### src/rtl/l2_chan_arbmux.sv
// l2_chan_arbmux
//   N-to-1 valid/retry channel merger for the L2 <-> directory path.
//   Every input channel feeds a 2-entry skid buffer whose retry is a pure
//   flop output. A round-robin, packet-atomic arbiter drains those buffers
//   onto a single output channel that carries the source channel id.
//   The block also counts delivered packets and keeps a sticky error flag
//   for packets longer than MAXBEATS beats.
// Ports
//   clk        : rising-edge clock
//   reset      : asynchronous, active-low reset
//   in_valid   : [NCH]    per-channel beat valid
//   in_retry   : [NCH]    per-channel back-pressure (high when the skid buffer is full)
//   in_data    : [NCH*DW] channel i occupies bits [i*DW +: DW]
//   in_last    : [NCH]    beat is the last beat of its packet
//   out_valid  : merged beat valid
//   out_retry  : downstream back-pressure
//   out_data   : [DW]     merged beat data
//   out_last   : merged beat is the last beat of its packet
//   out_chid   : [CIDW]   source channel of the current beat
//   stat_npkts : [16]     packets delivered, wraps at 2^16
//   proto_err  : sticky flag, set when a packet runs past MAXBEATS beats
module l2_chan_arbmux #(
  parameter  int NCH      = 4,
  parameter  int DW       = 64,
  parameter  int MAXBEATS = 8,
  localparam int CIDW     = $clog2(NCH)
) (
  input  logic              clk,
  input  logic              reset,
  input  logic [NCH-1:0]    in_valid,
  output logic [NCH-1:0]    in_retry,
  input  logic [NCH*DW-1:0] in_data,
  input  logic [NCH-1:0]    in_last,
  output logic              out_valid,
  input  logic              out_retry,
  output logic [DW-1:0]     out_data,
  output logic              out_last,
  output logic [CIDW-1:0]   out_chid,
  output logic [15:0]       stat_npkts,
  output logic              proto_err
);

  localparam int BCW = $clog2(MAXBEATS + 1) + 1;

  typedef enum logic {ST_FREE, ST_LOCKED} arb_state_t;

  arb_state_t                    r_state, w_state_nxt;
  logic [NCH-1:0][1:0]           r_occ;
  logic [NCH-1:0]                r_wptr, r_rptr;
  logic [NCH-1:0][1:0][DW-1:0]   r_mem_d;
  logic [NCH-1:0][1:0]           r_mem_l;
  logic [NCH-1:0][BCW-1:0]       r_cnt;
  logic [CIDW-1:0]               r_rr, r_lock_ch, r_hold_ch;
  logic                          r_hold;
  logic [15:0]                   r_npkts;
  logic                          r_err;

  logic [NCH-1:0]  w_push, w_pop, w_nonempty;
  logic [CIDW-1:0] w_gnt, w_cand, w_gnt_inc;
  logic            w_found, w_xfer, w_cnt_ovf;
  logic [DW-1:0]   w_head_d;
  logic            w_head_l;

  always_comb begin
    for (int unsigned i = 0; i < NCH; i++) begin
      in_retry[i]   = (r_occ[i] == 2'd2);
      w_nonempty[i] = (r_occ[i] != 2'd0);
      w_push[i]     = in_valid[i] & ~in_retry[i];
    end
  end

  // Priority: a held beat stays frozen, then the locked channel, otherwise a
  // round-robin search starting at r_rr.
  always_comb begin
    w_gnt   = '0;
    w_cand  = '0;
    w_found = 1'b0;
    if (r_hold) begin
      w_gnt   = r_hold_ch;
      w_found = w_nonempty[r_hold_ch];
    end else if (r_state == ST_LOCKED) begin
      w_gnt   = r_lock_ch;
      w_found = w_nonempty[r_lock_ch];
    end else begin
      for (int unsigned k = 0; k < NCH; k++) begin
        w_cand = CIDW'((32'(r_rr) + k) % NCH);
        if (!w_found && w_nonempty[w_cand]) begin
          w_gnt   = w_cand;
          w_found = 1'b1;
        end
      end
    end
  end

  always_comb begin
    w_head_d  = r_mem_d[w_gnt][r_rptr[w_gnt]];
    w_head_l  = r_mem_l[w_gnt][r_rptr[w_gnt]];
    out_valid = w_found;
    out_data  = w_found ? w_head_d : '0;
    out_last  = w_found & w_head_l;
    out_chid  = w_found ? w_gnt : '0;
    w_xfer    = w_found & ~out_retry;
    w_gnt_inc = (w_gnt == CIDW'(NCH - 1)) ? '0 : w_gnt + 1'b1;
    w_cnt_ovf = ({1'b0, r_cnt[w_gnt]} + 1'b1) > (BCW + 1)'(MAXBEATS);
    for (int unsigned i = 0; i < NCH; i++) begin
      w_pop[i] = w_xfer & (w_gnt == CIDW'(i));
    end
  end

  always_comb begin
    w_state_nxt = r_state;
    if (w_xfer) begin
      w_state_nxt = out_last ? ST_FREE : ST_LOCKED;
    end
  end

  always_ff @(posedge clk or negedge reset) begin
    if (!reset) begin
      r_state   <= ST_FREE;
      r_lock_ch <= '0;
      r_hold    <= 1'b0;
      r_hold_ch <= '0;
      r_rr      <= '0;
      r_npkts   <= '0;
      r_err     <= 1'b0;
    end else begin
      r_state   <= w_state_nxt;
      r_hold    <= out_valid & out_retry;
      r_hold_ch <= w_gnt;
      if (w_xfer) begin
        if (out_last) begin
          r_rr    <= w_gnt_inc;
          r_npkts <= r_npkts + 16'd1;
        end else begin
          r_lock_ch <= w_gnt;
        end
        if (w_cnt_ovf) begin
          r_err <= 1'b1;
        end
      end
    end
  end

  always_ff @(posedge clk or negedge reset) begin
    if (!reset) begin
      r_occ   <= '0;
      r_wptr  <= '0;
      r_rptr  <= '0;
      r_mem_d <= '0;
      r_mem_l <= '0;
      r_cnt   <= '0;
    end else begin
      for (int unsigned i = 0; i < NCH; i++) begin
        r_occ[i] <= r_occ[i] + {1'b0, w_push[i]} - {1'b0, w_pop[i]};
        if (w_push[i]) begin
          r_mem_d[i][r_wptr[i]] <= in_data[i*DW +: DW];
          r_mem_l[i][r_wptr[i]] <= in_last[i];
          r_wptr[i]             <= ~r_wptr[i];
        end
        if (w_pop[i]) begin
          r_rptr[i] <= ~r_rptr[i];
          // Saturate so an over-long packet cannot wrap back below MAXBEATS.
          if (out_last) begin
            r_cnt[i] <= '0;
          end else if (r_cnt[i] != '1) begin
            r_cnt[i] <= r_cnt[i] + 1'b1;
          end
        end
      end
    end
  end

  assign stat_npkts = r_npkts;
  assign proto_err  = r_err;

endmodule

### config.mk
export PLATFORM = sky130hd
export DESIGN_NAME = l2_chan_arbmux
export DESIGN_NICKNAME = d
export VERILOG_FILES = /design/src/rtl/l2_chan_arbmux.sv
export SDC_FILE = /design/constraint.sdc
export NUM_CORES = 1
export LEC_CHECK = 0
export CAP_MARGIN = 25
export CORE_UTILIZATION = 34
export CTS_BUF_LIST = sky130_fd_sc_hd__clkbuf_8
export CTS_CLUSTER_SIZE = 10
export DETAILED_ROUTE_END_ITERATION = 6
export DONT_BUFFER_PORTS = 1
export HOLD_SLACK_MARGIN = 0.1
export PLACE_DENSITY = 0.47
export REMOVE_ABC_BUFFERS = 1
export SETUP_SLACK_MARGIN = 0.5
export SYNTH_ARGS = -nofsm -noshare
export SYNTH_HDL_FRONTEND = slang
export SYNTH_SLANG_ARGS = --single-unit
### constraint.sdc
create_clock -name clk -period 4.7 [get_ports clk]
set_input_delay 0 -clock clk [delete_from_list [all_inputs] [get_ports clk]]
set_output_delay 0 -clock clk [all_outputs]
set_load 0.01 [all_outputs]
==> impl_summary.log, run 1 <==
INFO  metric post_synth_main_area_contributors = dfrtp_1 53%, mux2_2 21%, a311o_1 4.6%, nand2_1 3.9%, a211oi_1 3.6%
INFO  metric synth_top_area_share = a little over half
INFO  metric number_of_enable_type_register_cells_in_the_synthesized_netlist = 0
INFO  metric flops_latches_synth = 581
INFO  metric netlist-cell-type-count = 54
INFO  metric placementRows = roughly 100
INFO  metric post_cts.repair.setup_buffers = 0
INFO  metric routabilityCongestion = around 0.80
INFO  metric number_of_clock_buffers_inserted_by_tritoncts = between 100 and 150
INFO  metric cts-htree-levels = 3
INFO  metric leading_cell_type_by_number_of_instances_after_synthesis = dfrtp_1
INFO  metric number_of_hold_buffers_added_after_cts = 680
INFO  metric die-width = between 200 and 300 um
INFO  metric syn-mean-instance-area = 12.0 sq um
INFO  metric post_cts_resized = 6
INFO  metric outcome = stopped before the end
INFO  metric port-buffer-count = 0
INFO  metric start_util = roughly a third
INFO  metric synth.cells.most_frequent = 581 x dfrtp_1, 526 x mux2_2, 285 x nand2_1, 135 x and3_1, 132 x clkbuf_1
INFO  metric dp.final_hpwl = between 50000 and 60000 um
INFO  metric synth.cell_area = 0.0276 sq mm
INFO  metric synth-async-reset-ratio = between 90% and 100%
INFO  metric top_cell_type_by_total_area_after_synthesis = dfrtp_1
INFO  metric postSynth.topFlopCell = dfrtp_1
INFO  metric outcome.stop_stage = clock tree synthesis
INFO  metric synth.yosys.warnings = 0
INFO  metric clock_root_buffer_master = clkbuf_8
INFO  metric place_worst_setup_slack = ~0.96 ns
INFO  metric ios = around 360
INFO  metric ys_seq_area_share = between 50% and 60%
INFO  metric die_h = 287 um
INFO  metric tritoncts_num_sinks = roughly 580
INFO  metric toolErrorMsg = [ERROR RSZ-0060] Max buffer count reached.
INFO  metric cts_buffer_depth = 3
INFO  metric post_synth_inst_count = approximately 2300
==> logic make-up after synthesis <==
kind of cell / Yosys count / synth area share [%]
adders and majority gates: 21 / 0.953
xor gates and xnor gates: 31 / 0.985
and+or+nand+nor: 513 / 8.92
muxes: 533 / 21.8
buffers and inverters: 212 / 3.15
DFF: 581 / 52.7
AOI/OAI and AO/OA: 402 / 11.4
==> stage by stage <==
step	TNS, ns	area, sq um	cells	hold slack [ns]
floorplan	-277.04	26800	2105	-0.296
global placement	0	28600	3203	-0.255
detailed placement	0	28600	3204	-0.252
==> run 2: changes to the inputs <==
==> config.mk (replaced) <==
export PLATFORM = sky130hd
export DESIGN_NAME = l2_chan_arbmux
export DESIGN_NICKNAME = d
export VERILOG_FILES = /design/src/rtl/l2_chan_arbmux.sv
export SDC_FILE = /design/constraint.sdc
export NUM_CORES = 1
export LEC_CHECK = 0
export CAP_MARGIN = 25
export CORE_UTILIZATION = 20
export DETAILED_ROUTE_END_ITERATION = 6
export DONT_BUFFER_PORTS = 1
export PLACE_DENSITY_LB_ADDON = 0.15
export REMOVE_ABC_BUFFERS = 1
export SYNTH_ARGS = -nofsm -noshare
export SYNTH_HDL_FRONTEND = slang
export SYNTH_SLANG_ARGS = --single-unit
==> impl_summary.log, run 2 <==
INFO  metric largest_reg_by_ff_count = r_mem_d
INFO  metric number_of_enable_type_register_cells_in_the_synthesized_netlist = 0 (unchanged)
INFO  metric dr_pass1_iterations = 7
INFO  metric timing.critical_path.cells = nor4_1, o21a_2, nor2_8, inv_8, buf_12, a211oi_1, a311o_1, a21oi_1
INFO  metric finClkSkew = roughly 0.027 ns
INFO  metric min_period_over_period = between 90 and 100%
INFO  metric detail_routed_net_length_per_standard_cell = between 20 and 25 um
INFO  metric synth_top_area_share = 52.7% (unchanged)
INFO  metric peakVddDrop = around 1.2 mV
INFO  metric die_area = 0.139 sq mm
INFO  metric rsz0062_at_grt = no
INFO  metric synth-async-reset-ratio = 100% (unchanged)
INFO  metric critPathLaunchType = flip-flop
INFO  metric period_needed = 4.35 ns
INFO  metric final_critical_path_setup_slack = 0.347 ns
INFO  metric crit_fanout = ~160
INFO  metric flow.area_growth_from_synthesis = 37.9%
INFO  metric r2r_start = r_occ[3]$_DFF_PN0_
INFO  metric placementRows = 135 (was 104)
INFO  metric most_used_cells_in_the_layout_excluding_fill_and_tap_cells = 581 x dfrtp_1, 579 x dlygate4sd3_1, 525 x mux2_2
INFO  metric final-hold-violation-count = roughly 370
INFO  metric synth_top_family_by_area = multiplexers (unchanged)
INFO  metric grt_max_degree = 582
INFO  metric largest_register_ff_count = roughly 510
INFO  metric critical_path.slowest_cell = nor4_1
INFO  metric muxShareOfSynthArea = 21.8% (unchanged)
INFO  metric crit_arrival = roughly 4.4 ns
INFO  metric cts_tree = yes
INFO  metric synth.yosys.warnings = 0 (unchanged)
INFO  metric flops_latches_synth = 581 (unchanged)
INFO  metric number_of_clock_buffers_inserted_by_tritoncts = 77 (was 108)
INFO  metric numPlacedInstances = 3930 (was 3204)
INFO  metric routabilityCongestion = 0.766 (was 0.799)
INFO  metric outcome = complete, but fails checks (was stopped before the end)
INFO  metric track_usage = between 10 and 15%
INFO  metric final-instance-count-excl-fill = 4659
INFO  metric avgViaCountPerCell = 4.58
INFO  metric vias = about 21000
INFO  metric post_synth_inst_count = 2293 (unchanged)
INFO  metric violations = negative hold slack, max-slew violations
INFO  metric slowest_delay = 0.73 ns
INFO  metric synth_compound_gate_area_share = 11.4% (unchanged)
INFO  metric max_freq = 230 MHz
INFO  metric tritoncts_num_sinks = 581 (unchanged)
INFO  metric post_synth_main_area_contributors = dfrtp_1 53%, mux2_2 21%, a311o_1 4.6%, nand2_1 3.9%, a211oi_1 3.6% (unchanged)
INFO  metric simple_gate_share_of_the_synthesized_area = 8.92% (unchanged)
INFO  metric timing.hold.worst.class = input port to async pin
INFO  metric post_cts.repair.setup_buffers = 0 (unchanged)
INFO  metric critPathRequiredTime = between 4 and 5 ns
INFO  metric setup.worst_path.start = r_state$_DFFE_PN0P_
INFO  metric globalRoute.totalOverflow = 0
INFO  metric skew_pair_late_insertion_delay = slightly below 0.7 ns
INFO  metric post-route-cell-area = 0.0380 sq mm
INFO  metric leading_cell_type_by_number_of_instances_after_synthesis = dfrtp_1 (unchanged)
INFO  metric clock_root_buffer_master = clkbuf_16 (was clkbuf_8)
INFO  metric netlist-cell-type-count = 54 (unchanged)
INFO  metric syn-mean-instance-area = 12.0 sq um (unchanged)
INFO  metric cp-end-kind = output pin
INFO  metric drive_above_1_share = 25.4%
INFO  metric postSynth.topFlopCell = dfrtp_1 (unchanged)
INFO  metric cts-htree-levels = 3 (unchanged)
INFO  metric core_area = about 0.14 sq mm
INFO  metric synth.cell_area = 0.0276 sq mm (unchanged)
INFO  metric number_of_hold_buffers_added_after_cts = 579 (was 680)
INFO  metric die_h = 373 um (was 287 um)
INFO  metric antenna_left = 0
INFO  metric start_util = 20.3% (was 34.3%)
INFO  metric timing_worst_slew_pin_value = about 5 ns
INFO  metric first_iter_violations = between 900 and 1000
INFO  metric post_cts_resized = 0 (was 6)
INFO  metric post_layout_power = 33.2 mW
INFO  metric dpl_cell_area = 0.0296 sq mm (was 0.0286 sq mm)
INFO  metric final_net_count = a little over 3000
INFO  metric grt_antenna_before_repair = 36
INFO  metric synth.cells.most_frequent = 581 x dfrtp_1, 526 x mux2_2, 285 x nand2_1, 135 x and3_1, 132 x clkbuf_1 (unchanged)
INFO  metric leakage_power_total = 15.6 nW
INFO  metric crit_type = flip-flop to output pin
INFO  metric place_worst_setup_slack = 1.13 ns (was 0.964 ns)
INFO  metric pwr_density = 872 mW/mm^2
INFO  metric holdWs = -0.937 ns
INFO  metric setup-violations-final = 0
INFO  metric ios = 356 (unchanged)
INFO  metric final_routed_wirelength_across_all_metal_layers = 102000 um
INFO  metric top_cell_type_by_total_area_after_synthesis = dfrtp_1 (unchanged)
INFO  metric port-buffer-count = 0 (unchanged)
INFO  metric path_clk_slew = roughly 0.05 ns
INFO  metric cts_buffer_depth = 3 (unchanged)
INFO  metric die-width = 373 um (was 287 um)
INFO  metric timing.slew.headroom = -225%
INFO  metric synth_fa_ha_area_share = 0.953% (unchanged)
INFO  metric dp.final_hpwl = 61200 um (was 51500 um)
INFO  metric route.detailed.drc = 0
INFO  metric grt_pass1_wl = roughly 150000 um
INFO  metric vias_in_the_first_global_route = between 20000 and 25000
INFO  metric synth_xor_xnor_area_share = 0.985% (unchanged)
INFO  metric ys_seq_area_share = 52.7% (unchanged)
INFO  metric drv_slew = roughly 500
INFO  metric most_common_cell_after_layout_fill_and_taps_aside = dfrtp_1
INFO  metric max_cap_viol_count = 0
[run 2: cell counts after synthesis]
Identical to the previous run, type by type.
[run 2: final timing paths]
| check | endpoint | slack [ns] | cells after the start |
|---|---|---|---|
| max | out_data[12] | 0.35 | 8 |
| min | r_mem_d[6]$_DFFE_PN0P_ | -0.94 | 0 |
| max reg2reg | r_occ[1]$_DFF_PN0_ | 1.12 | 13 |
| min reg2reg | r_mem_d[353]$_DFFE_PN0P_ | 0.49 | 1 |
| max in group asynchronous | r_mem_d[124]$_DFFE_PN0P_ | 1.86 | 0 |
| min in group clk | r_mem_d[267]$_DFFE_PN0P_ | 0.07 | 2 |
[run 2: layout make-up]
cell class	count	area, sq um
well taps	1781	2230
inverters	24	97.6
flip-flops and latches	581	14500
multi-input cells	1500	12300
diodes	15	37.5
repair buffers	623	6250
clock buffers	102	2190
fillers	14100	98100
clock inverters	33	390
[run 2: cell families after synthesis]
kind of cell,after synthesis
AND/OR/NAND/NOR,513
AO/OA/AOI/OAI,402
buffers and inverters,212
flip-flops,581
multiplexers,533
XOR/XNOR,31
adder cells (fa/ha/maj),21
[run 2: layer usage]
layer | routed length [um] | GRT usage [%] | vias up
li1 | - | - | 9512
met4 | 3030 | 4.88 | 32
met2 | 48400 | 24.1 | 577
met5 | 200 | 0 | -
met1 | 45000 | 18.3 | 11000
met3 | 5700 | 4.00 | 194
[run 2: critical path, delay by kind of cell, from the launching register on]
| kind | cells | cell delay, ns |
|---|---|---|
| AND/OR/NAND/NOR | 2 | 0.87 |
| buffers and inverters | 2 | 0.52 |
| AO/OA/AOI/OAI | 4 | 1.44 |
| flip-flops | 1 | 0.49 |
[run 2: report_power, final]
part           internal (mW)  leakage, nW  switching [mW]  total, mW
registers               7.54         6.87            1.42       8.96
logic                   7.63         7.42            10.5       18.1
clock network           3.61         1.28            2.45       6.06
[run 2: metrics by stage]
stage	util [%]	setup TNS, ns
after CTS	27.9	0
after detailed placement	21.7	0
after global placement	21.7	0
after floorplan	-	-277.04
after global routing	27.9	0
final	27.9	0
(Power assumes the default switching activity.)
==> run 3: changes to the inputs <==
--- a/config.mk
+++ b/config.mk
@@ -6,7 +6,7 @@
 export NUM_CORES = 1
 export LEC_CHECK = 0
 export CAP_MARGIN = 25
-export CORE_UTILIZATION = 20
+export CORE_UTILIZATION = 45
 export DETAILED_ROUTE_END_ITERATION = 6
 export DONT_BUFFER_PORTS = 1
 export PLACE_DENSITY_LB_ADDON = 0.15
==> impl_summary.log, run 3 (synthesis results as in run 2) <==
INFO  metric outcome = complete, but fails checks (unchanged)
INFO  metric violations = negative hold slack (was negative hold slack, max-slew violations)
INFO  metric min_period_over_period = 93.7% (was 92.6%)
INFO  metric start_util = 45.6% (was 20.3%)
INFO  metric die_h = 250 um (was 373 um)
INFO  metric cts_buffer_depth = 3 (unchanged)
INFO  metric timing.hold.worst.class = input port to async pin (unchanged)
INFO  metric timing.slew.headroom = 6.70% (was -225%)
INFO  metric crit_fanout = 184 (was 156)
INFO  metric grt_pass1_wl = 127000 um (was 153000 um)
INFO  metric final-instance-count-excl-fill = 3318 (was 4659)
INFO  metric flow.area_growth_from_synthesis = 20.5% (was 37.9%)
INFO  metric grt_antenna_before_repair = 15 (was 36)
INFO  metric most_used_cells_in_the_layout_excluding_fill_and_tap_cells = 581 x dfrtp_1, 525 x mux2_2, 285 x nand2_1 (was 581 x dfrtp_1, 579 x dlygate4sd3_1, 525 x mux2_2)
INFO  metric most_common_cell_after_layout_fill_and_taps_aside = dfrtp_1 (unchanged)
INFO  metric die-width = 250 um (was 373 um)
INFO  metric avgViaCountPerCell = 6.01 (was 4.58)
INFO  metric drv_slew = 0 (was 493)
INFO  metric holdWs = -0.887 ns (was -0.937 ns)
INFO  metric vias_in_the_first_global_route = 21200 (was 23200)
INFO  metric dr_pass1_iterations = 5 (was 7)
INFO  metric number_of_hold_buffers_added_after_cts = 272 (was 579)
INFO  metric placementRows = 90 (was 135)
INFO  metric final_critical_path_setup_slack = 0.296 ns (was 0.347 ns)
INFO  metric dp.final_hpwl = 47500 um (was 61200 um)
INFO  metric vias = 20000 (was 21300)
INFO  metric pwr_density = 909 mW/mm^2 (was 872 mW/mm^2)
INFO  metric final_routed_wirelength_across_all_metal_layers = 82000 um (was 102000 um)
INFO  metric path_clk_slew = 0.06 ns (was 0.05 ns)
INFO  metric largest_reg_by_ff_count = r_mem_d (unchanged)
INFO  metric crit_type = flip-flop to output pin (unchanged)
INFO  metric post-route-cell-area = 0.0332 sq mm (was 0.0380 sq mm)
INFO  metric post_cts.repair.setup_buffers = 0 (unchanged)
INFO  metric antenna_left = 0 (unchanged)
INFO  metric final-hold-violation-count = 581 (was 373)
INFO  metric setup-violations-final = 0 (unchanged)
INFO  metric place_worst_setup_slack = 0.971 ns (was 1.13 ns)
INFO  metric timing_worst_slew_pin_value = 1.40 ns (was 4.88 ns)
INFO  metric final_net_count = 2768 (was 3095)
INFO  metric grt_max_degree = 582 (unchanged)
INFO  metric period_needed = 4.40 ns (was 4.35 ns)
INFO  metric cts_tree = yes (unchanged)
INFO  metric numPlacedInstances = 2920 (was 3930)
INFO  metric crit_arrival = 4.40 ns (was 4.35 ns)
INFO  metric track_usage = 26.4% (was 14.6%)
INFO  metric timing.setup.tns = 0 ns (unchanged)
INFO  metric post_cts_resized = 0 (unchanged)
INFO  metric rsz0062_at_grt = no (unchanged)
INFO  metric globalRoute.totalOverflow = 0 (unchanged)
INFO  metric number_of_filler_cells_placed_in_the_layout = 5103 (was 14100)
INFO  metric critPathLaunchType = flip-flop (unchanged)
INFO  metric first_iter_violations = 1223 (was 968)
INFO  metric tritoncts_num_sinks = 581 (unchanged)
INFO  metric timing.reg2reg.setup_slack = 0.96 ns (was 1.12 ns)
INFO  metric route.detailed.drc = 0 (unchanged)
INFO  metric routabilityCongestion = 0.846 (was 0.766)
INFO  metric finClkSkew = 0.0310 ns (was 0.0274 ns)
INFO  metric clock_root_buffer_master = clkbuf_16 (unchanged)
INFO  metric peakVddDrop = 0.946 mV (was 1.22 mV)
INFO  metric dpl_cell_area = 0.0283 sq mm (was 0.0296 sq mm)
INFO  metric critPathRequiredTime = 4.70 ns (about the same)
INFO  metric drive_above_1_share = 27.4% (was 25.4%)
INFO  metric leakage_power_total = 14.0 nW (was 15.6 nW)
INFO  metric die_area = 0.0623 sq mm (was 0.139 sq mm)
INFO  metric skew_pair_late_insertion_delay = 0.61 ns (was 0.69 ns)
INFO  metric ios = 356 (unchanged)
INFO  metric cts-htree-levels = 3 (unchanged)
INFO  metric max_cap_viol_count = 0 (unchanged)
INFO  metric max_freq = 227 MHz (was 230 MHz)
INFO  metric core_area = 0.0605 sq mm (was 0.136 sq mm)
INFO  metric port-buffer-count = 0 (unchanged)
INFO  metric largest_register_ff_count = 512 (unchanged)
INFO  metric cp-end-kind = output pin (unchanged)
INFO  metric detail_routed_net_length_per_standard_cell = 24.7 um (was 22.0 um)
INFO  metric number_of_clock_buffers_inserted_by_tritoncts = 67 (was 77)
-- run 3: cell types whose count changed in the layout (fill, tap and decap cells not counted), moves of 5 or more --
| cell | before | now |
|---|---|---|
| buf_4 | 35 | 26 |
| clkbuf_1 | 8 | 16 |
| clkbuf_16 | 77 | 67 |
| clkbuf_8 | 17 | 22 |
| clkinv_2 | 17 | 5 |
| diode_2 | 15 | 6 |
| dlygate4sd3_1 | 579 | 272 |
-- run 3: cell type report --
type	instances	area [sq um]	share of cell area (%)
flip-flops and latches	581	14500	43.8
multi-input cells	1500	12300	37.1
repair buffers	306	3090	9.28
clock buffers	105	2040	6.14
well taps	782	978	2.94
clock inverters	14	160	0.482
inverters	24	97.6	0.294
diodes	6	15.0	0.0452
-- run 3: path summary, 6_finish.rpt --
kind,from,end,cells past startpoint
max,r_occ[1]$_DFF_PN0_,out_data[51],9
min,reset,r_mem_d[128]$_DFFE_PN0P_,0
max reg2reg,r_state$_DFFE_PN0P_,r_occ[5]$_DFF_PN0_,12
min reg2reg,r_mem_d[351]$_DFFE_PN0P_,r_mem_d[351]$_DFFE_PN0P_,1
max in group asynchronous,reset,r_mem_d[385]$_DFFE_PN0P_,0
min in group clk,in_data[101],r_mem_d[165]$_DFFE_PN0P_,2
-- run 3: layer usage --
metal / GRT usage (%) / vias to the layer above / share of wire [%]
met4: 9.72 / 18 / 2.7
met2: 43.6 / 525 / 49
li1: - / 8832 / -
met5: 0 / - / 0.14
met3: 5.07 / 165 / 4.7
met1: 34.5 / 10400 / 43
-- run 3: report_power, final --
group | switching [mW] | leakage [nW] | internal [mW] | total, mW
logic | 9.53 | 6.07 | 6.48 | 16.0
clock network | 2.11 | 1.08 | 3.10 | 5.20
registers | 1.45 | 6.87 | 7.53 | 8.98
total | 13.1 | 14.0 | 17.1 | 30.2
-- run 3: through the flow --
step | power, mW | utilization [%]
CTS | 30.2 | 54.9
global route | 32.0 | 55.0
detailed placement | 24.6 | 46.7
finish | 30.2 | 55.0
floorplan | 19.6 | -
global placement | 24.2 | 46.7
-- run 3: worst max-delay path: stages, from the launching register on --
cell and delay (ns):
dfrtp_1 0.44, nor2_1 0.30, o21ai_0 0.12, a21o_1 0.19
a31oi_4 0.23, buf_12 0.61, buf_4 0.82, a211oi_1 0.09
a311o_1 0.35, a21oi_1 0.48
